$ cat config.mk
export PLATFORM = sky130hd
export DESIGN_NAME = ghr_index_gen
export DESIGN_NICKNAME = d
export VERILOG_FILES = /design/src/rtl/ghr_index_gen.sv
export SDC_FILE = /design/constraint.sdc
export NUM_CORES = 1
export LEC_CHECK = 0
export CAP_MARGIN = 0
export CORE_MARGIN = 1
export CORE_UTILIZATION = 46
export DETAILED_ROUTE_END_ITERATION = 16
export HOLD_SLACK_MARGIN = 0.05
export PLACE_DENSITY = 0.78
export SLEW_MARGIN = 20
export SYNTH_ARGS = -nofsm -noshare
export SYNTH_HDL_FRONTEND = slang
export SYNTH_SLANG_ARGS = --single-unit
$ cat constraint.sdc
create_clock -name in_Clk -period 2.5 [get_ports in_Clk]
set_input_delay 0.5 -clock in_Clk [delete_from_list [all_inputs] [get_ports in_Clk]]
set_output_delay 0.5 -clock in_Clk [all_outputs]
set_load 0.02 [all_outputs]
$ cat src/rtl/ghr_index_gen.sv
// Gshare index generator: speculative/committed global history, PC^GHR PHT index,
// and an in-order queue of in-flight branches that drives PHT updates and mispredict recovery.
module ghr_index_gen #(
    parameter int PC_WIDTH   = 64,
    parameter int ADDR_WIDTH = 9,
    parameter int HIST_WIDTH = 9,
    parameter int PC_LSB     = 2,
    parameter int DEPTH      = 8
) (
    input  logic                       in_Clk,
    input  logic                       in_Rst_N,
    input  logic [PC_WIDTH-1:0]        in_pc,
    input  logic                       in_pred_valid,
    input  logic                       in_pred_taken,
    output logic [ADDR_WIDTH-1:0]      out_pred_addr,
    output logic                       out_stall,
    input  logic                       in_res_valid,
    input  logic                       in_res_taken,
    output logic                       out_upd_en,
    output logic [ADDR_WIDTH-1:0]      out_upd_addr,
    output logic                       out_upd_data,
    output logic                       out_flush,
    output logic [HIST_WIDTH-1:0]      out_ghr,
    output logic [$clog2(DEPTH):0]     out_count
);
    localparam int PTR_W = $clog2(DEPTH);
    localparam int CNT_W = PTR_W + 1;

    logic [HIST_WIDTH-1:0] ghr_spec;
    logic [HIST_WIDTH-1:0] ghr_arch;
    logic [PTR_W-1:0]      wr_ptr;
    logic [PTR_W-1:0]      rd_ptr;
    logic [CNT_W-1:0]      count;

    logic [ADDR_WIDTH-1:0] q_addr  [DEPTH];
    logic                  q_taken [DEPTH];

    logic                  upd_vld_p1;
    logic [ADDR_WIDTH-1:0] upd_addr_p1;
    logic                  upd_data_p1;
    logic                  flush_p1;

    logic [ADDR_WIDTH-1:0] ghr_ext;
    logic                  res_fire;
    logic                  mispredict;
    logic                  push_fire;
    logic                  unused_pc;

    assign unused_pc     = ^in_pc;
    assign ghr_ext       = ADDR_WIDTH'(ghr_spec);
    assign out_pred_addr = in_pc[PC_LSB +: ADDR_WIDTH] ^ ghr_ext;
    assign out_stall     = (count == CNT_W'(DEPTH));

    // A mispredict squashes everything younger, including a same-cycle push.
    assign res_fire   = in_res_valid && (count != '0);
    assign mispredict = res_fire && (in_res_taken != q_taken[rd_ptr]);
    assign push_fire  = in_pred_valid && !out_stall && !mispredict;

    always_ff @(posedge in_Clk) begin
        if (push_fire) begin
            q_addr[wr_ptr]  <= out_pred_addr;
            q_taken[wr_ptr] <= in_pred_taken;
        end
    end

    always_ff @(posedge in_Clk or negedge in_Rst_N) begin
        if (!in_Rst_N) begin
            ghr_spec <= '0;
            ghr_arch <= '0;
            wr_ptr   <= '0;
            rd_ptr   <= '0;
            count    <= '0;
        end else begin
            if (res_fire)
                ghr_arch <= {ghr_arch[HIST_WIDTH-2:0], in_res_taken};
            if (mispredict) begin
                ghr_spec <= {ghr_arch[HIST_WIDTH-2:0], in_res_taken};
                wr_ptr   <= '0;
                rd_ptr   <= '0;
                count    <= '0;
            end else begin
                if (push_fire) begin
                    ghr_spec <= {ghr_spec[HIST_WIDTH-2:0], in_pred_taken};
                    wr_ptr   <= wr_ptr + PTR_W'(1);
                end
                if (res_fire)
                    rd_ptr <= rd_ptr + PTR_W'(1);
                count <= count + CNT_W'(push_fire) - CNT_W'(res_fire);
            end
        end
    end

    // Stage p1: PHT write port and flush, one cycle after resolve.
    always_ff @(posedge in_Clk or negedge in_Rst_N) begin
        if (!in_Rst_N) begin
            upd_vld_p1  <= 1'b0;
            upd_addr_p1 <= '0;
            upd_data_p1 <= 1'b0;
            flush_p1    <= 1'b0;
        end else begin
            upd_vld_p1  <= res_fire;
            upd_addr_p1 <= res_fire ? q_addr[rd_ptr] : '0;
            upd_data_p1 <= res_fire & in_res_taken;
            flush_p1    <= mispredict;
        end
    end

    assign out_upd_en   = upd_vld_p1;
    assign out_upd_addr = upd_addr_p1;
    assign out_upd_data = upd_data_p1;
    assign out_flush    = flush_p1;
    assign out_ghr      = ghr_spec;
    assign out_count    = count;

endmodule

# Yosys cells after proc, flatten, opt, wreduce, memory -nomap -nowiden
# Memories as Yosys holds them, arrays and structs flattened.
# Cells that the tools add are included.
# totals
mem_bits_ro	0
latch_bits	0
n_memories	2
ff_bits	39
ram_bits	80
word_cells	38
in_bits	70
# op_classes
n_shift	0
magnitude_cmp	0
n_mul	0
add_sub_neg	4
eq_ne	2
reduce_logical	9
div_mod_pow	0
muxes	10
n_bitwise	2
# mem_list
memory	words	width	read_ports	rd_ports_with_merged_regs	write_ports	line_no	rtl
q_addr	8	9	1	0	1	35	logic [ADDR_WIDTH-1:0] q_addr [DEPTH];
q_taken	8	1	1	0	1	36	logic q_taken [DEPTH];
# ops
operator	n
9-bit 2-to-1 mux	3
3-bit 2-to-1 mux	4
9-bit bitwise XOR	1
3-bit by 1-bit adder with 3-bit output, second input constant	2
4-bit by 1-bit adder with 4-bit output	1
4-bit == test, second input constant	1
1-bit logical AND	4
4-bit 2-to-1 mux	1
2-bit nonzero test	2
4-bit nonzero test	1
4-bit by 1-bit subtractor with 4-bit output	1
1-bit zero test	2
1-bit 2-to-1 mux	2
1-bit AND	1
1-bit != test	1

# Depth between registers and ports, before layout
# depth
depth_word	8
ltp_mapped	16

# Least setup slack after synthesis
# No wires, ideal clock.
# synth_path
path_kind	register to register
startpoint	register count[2] (netlist: out_count[2])
endpoint	register count[1] (netlist: out_count[1])
path_stages_with_launch	13
period_less_slack_ns	3.146
path_slack_ns	-0.646
arrival_time_ns	3.028
path_buffers	2
path_cell_list	dfrtp_1 inv_1 ha_1 nor3b_1 nand2b_1 buf_2 buf_2 or2_1 ha_1 inv_1 ha_1 fa_1 nor2b_1
# synth_via
elab_cells_between_ends	11
cone_classes	2 x add/sub; 1 x eq/ne; 1 x mux; 7 x reduce/logical
# synth_rtl
element	line_no	rtl
start: declaration	33	logic [CNT_W-1:0] count;
start signal: assignment	88	count <= count + CNT_W'(push_fire) - CNT_W'(res_fire);
4-bit == test	52	assign out_stall = (count == CNT_W'(DEPTH));
named net out_stall	16	output logic out_stall,
1-bit zero test	57	assign push_fire = in_pred_valid && !out_stall && !mispredict;
1-bit logical AND (2 in a row)	57	
4-bit by 1-bit adder with 4-bit output	88	
4-bit by 1-bit subtractor with 4-bit output	88	
4-bit 2-to-1 mux	76	if (mispredict) begin
# The timed path passes the listed nets, and every way through them passes these cells.
# A chain may end at the register's enable or synchronous reset.

# Worst setup path in the final report
# layout_path
startpoint	register rd_ptr[0]
endpoint	register count[1] (netlist: out_count[1])
# layout_via
elab_chain_cells	8
# layout_rtl
element	line_no	rtl
start: declaration	32	logic [PTR_W-1:0] rd_ptr;
start signal: assignment	87	rd_ptr <= rd_ptr + PTR_W'(1);
memory read 8 x 1 bit (*)	--	
1-bit != test (*)	56	assign mispredict = res_fire && (in_res_taken != q_taken[rd_ptr]);
1-bit logical AND (*)	56	
1-bit zero test	57	
1-bit logical AND	57	
4-bit by 1-bit adder with 4-bit output	88	
4-bit by 1-bit subtractor with 4-bit output	88	
4-bit 2-to-1 mux (*)	76	
# Every way passes the cells marked *; elsewhere a longest branch is shown, timed or not.

==> implementation parameters <==
Parameter                              Value

Job
  MaxCap Viol Count    0

Setup path
  Slowest-stage cell, CP    sky130_fd_sc_hd__fa_2
  Worst setup path class    register to register
  Req. time, crit path    2950 ps
  CP peak stage delay    500 ps
  Setup crit end kind    register
  Worst path most repeated cell    sky130_fd_sc_hd__ha_4
  Setup slack of the worst register-to-register path    -50 ps
  Worst endpoint data arrival time    3010 ps
  Crit start category    register
  Sequence of cells on the critical path    mux2_4, a2bb2oi_4, nand2_2, o2bb2ai_4, or2_1, ha_4, inv_2, ha_4, fa_2, nor2b_1
  Launching point of the worst reg2reg path    rd_ptr[0]
  End of the worst register-to-register path    out_count[1]
  Cell count of the worst reg-to-reg path    10
  Worst Path Max Fanout    6

Clock tree
  Clk root buf    sky130_fd_sc_hd__clkbuf_8
  Number of levels the H-tree was split into    4
  Clock latency reported for the late side of the worst-skew pair    520 ps
  Number of buffers on the longest clock path    2
  Clock transition at path regs    60 ps
  CTS tree    done
  Sinks on Clock Net    119
  Total clock buffers created by CTS    17

Placement
  HPWL after DPL    6060 µm
  Pre-CTS worst setup slack    -191 ps
  Placed standard-cell area    0.00590 mm²
  Routability Congestion    0.726
  Number of port buffers    49

Drt
  Initial DRC Count    108
  Final WL    9930 µm
  DRC violation count after routing    0
  Drt pass-1 iters    4
  Via count of the routed design    2,803
  Detailed-route vias per instance    5.19
  Average wire per standard cell    18.4 µm
  Post-route antenna net violation count    0

Power
  Maximum resistive drop on vdd    900 µV
  Leakage power    2.56 nW
  Cell Pwr Density    1330 mW/mm²

Die
  Core area    0.0104 mm²
  # IOs    105
  Number of core rows    37
  Starting utilization of the core area    47.8%
  Die area    0.0113 mm²
  Die boundary width    106 µm
  Floorplan die height    106 µm

GRT
  Total global routing overflow    0
  Initial antenna violation count    0
  Global-route wire length before repair    16,200 µm
  Largest net degree at the start of global routing    40
  GRT Resource Usage Total    19.8%
  Vias in the first global route    3,159

Finish
  Final core utilization    64.1%
  Fraction of layout cells with a size suffix above 1    35.6%
  Final antenna diode count    0
  Number of nets at the end of the flow    470
  Area Overhead vs Synth    34.0%
  Commonest cells after routing, fill and taps aside    sky130_fd_sc_hd__edfxtp_1, sky130_fd_sc_hd__clkdlybuf4s50_1, sky130_fd_sc_hd__buf_4, sky130_fd_sc_hd__dfrtp_1, sky130_fd_sc_hd__nand2_1
  Most common library cell in the layout ignoring fill and taps    sky130_fd_sc_hd__edfxtp_1
  Final non-filler cell area    0.00668 mm²

Logic synthesis
  Mapped Area    0.00498 mm²
  Yosys Warn Count    0
  Count of different cell masters after synthesis    34
  Syn Area/Cell    17.0 µm²
  Net count after synthesis    372
  Instance count of the mapped netlist    293
  Yosys reg bits    119
  Register area share after synthesis    67.8%

STA
  Time the worst path needs with I/O delays and setup    2550 ps
  Max-Slew Margin vs Limit    59.3%
  Max Transition Viols Final    0
  Hold slack    487 ps
  Worst clock skew    7.32 ps
  Number of setup violations in the final report    2
  RSZ-0062 raised after global routing    true
  Actual transition at the worst max-transition pin    609 ps
  TNS Setup    -91.3 ps
  Peak clock frequency supported by timing    392 MHz
  Fin worst setup slack    -52.0 ps
  Final hold violation count    0
  Final period utilization    102%

Run status
  Status    complete, but fails checks
  Violations in the final reports    negative setup slack

Min path
  Hold Startpoint    ghr_arch[7]
  Worst Hold Class    register to register
  Min-Delay Path Depth    2
  Worst hold path endpoint    ghr_arch[7]
critical path, delay by kind of cell (launching register included):
kind	cells	cell delay (ps)
buffers and inverters	1	40
flip-flops	1	470
multiplexers	1	230
adder cells (fa/ha/maj)	3	940
AND/OR/NAND/NOR	3	480
AO/OA/AOI/OAI	2	320
stage by stage:
| step | instances | power (mW) |
|---|---|---|
| 2_1_floorplan | 293 | 5.06 |
| 3_3_place_gp | 503 | 6.18 |
| 3_5_place_dp | 503 | 6.29 |
| 4_1_cts | 538 | 8.73 |
| 5_1_grt | 540 | 9.33 |
| 6_report | 540 | 8.87 |
sequential cells by signal (all words and copies together) (netlist names):
name / cells
ghr_arch: 8
out_count: 4
out_flush: 1
out_ghr: 9
out_upd_addr: 9
out_upd_data: 1
out_upd_en: 1
q_addr: 72
q_taken: 8
rd_ptr: 3
wr_ptr: 3
cell type report:
class | count | area [µm²]
Clock buffer | 27 | 567
Clock inverter | 5 | 27.5
Fill cell | 727 | 3740
Inverter | 8 | 35.0
Multi-Input combinational cell | 152 | 1660
Sequential cell | 119 | 3380
Tap cell | 136 | 170
Timing Repair Buffer | 93 | 838
per-layer routing:
layer | wire length [µm] | global-route usage (%) | vias up | part of all wire, %
li1 | - | - | 1280 | -
met4 | 153 | 7.94 | 0 | 1.5
met5 | 0 | 0 | - | 0
met1 | 4150 | 23.8 | 1425 | 42
met2 | 5190 | 33.8 | 84 | 52
met3 | 445 | 5.64 | 14 | 4.5
report_power, final:
part           internal, mW  total (mW)  leakage (nW)  switching, mW
Combinational          1.75        3.46          1.04           1.71
Sequential             2.74        3.06          1.22          0.313
Clock                  1.53        2.35         0.295          0.823
Total                  6.02        8.87          2.56           2.85
cells in the mapped netlist (all sizes together):
master	number	area [µm²]
nor4b	4	60.1
nand3	1	10.0
edfxtp	80	2400
buf	10	75.1
mux2i	13	130
nor2b	4	25.0
a21o	2	15.0
a2bb2oi	1	26.3
o2bb2ai	2	36.3
nor4	3	37.5
nor2	19	71.3
ha	8	100
a21oi	2	10.0
o21ai	2	10.0
nor3	1	5.00
clkbuf	4	15.0
nand2b	5	31.3
or2	1	6.26
inv	8	30.0
nor3b	2	15.0
fa	1	20.0
xor2	11	96.3
xnor2	4	35.0
nand2	29	111
mux2	18	214
mux4	18	405
a22oi	1	12.5
dfrtp	39	976
cell families after synthesis:
kind of cell,count (synthesis),synth area share (%)
compound gates,10,2.21
mux,49,15.0
buf+inv,22,2.41
fa+ha+maj,9,2.41
simple gates,69,7.48
xor+xnor,15,2.64
flops,119,67.8
worst max-delay path by stage:
stage | start | end | slack [ps] | cells after the start
final | rd_ptr[0] | out_count[1] | -50 | 10
after global routing | rd_ptr[0] | out_count[2] | -140 | 11
after CTS | rd_ptr[0] | out_count[1] | -20 | 10
after detailed placement | in_res_valid | out_count[1] | -190 | 11
after global placement | in_res_valid | out_count[1] | -160 | 11
after floorplan | rd_ptr[0] | out_count[1] | -200 | 12
what timing repair did:
action                                  CTS  global route
hold buffers                              1             0
pin swaps                                 3             8
resized for setup                         3            23
endpoints found under the setup margin   14             5
hold endpoints to repair                 21             0
setup buffers                             2             2
Note: power is estimated with default switching activity, not from simulation.
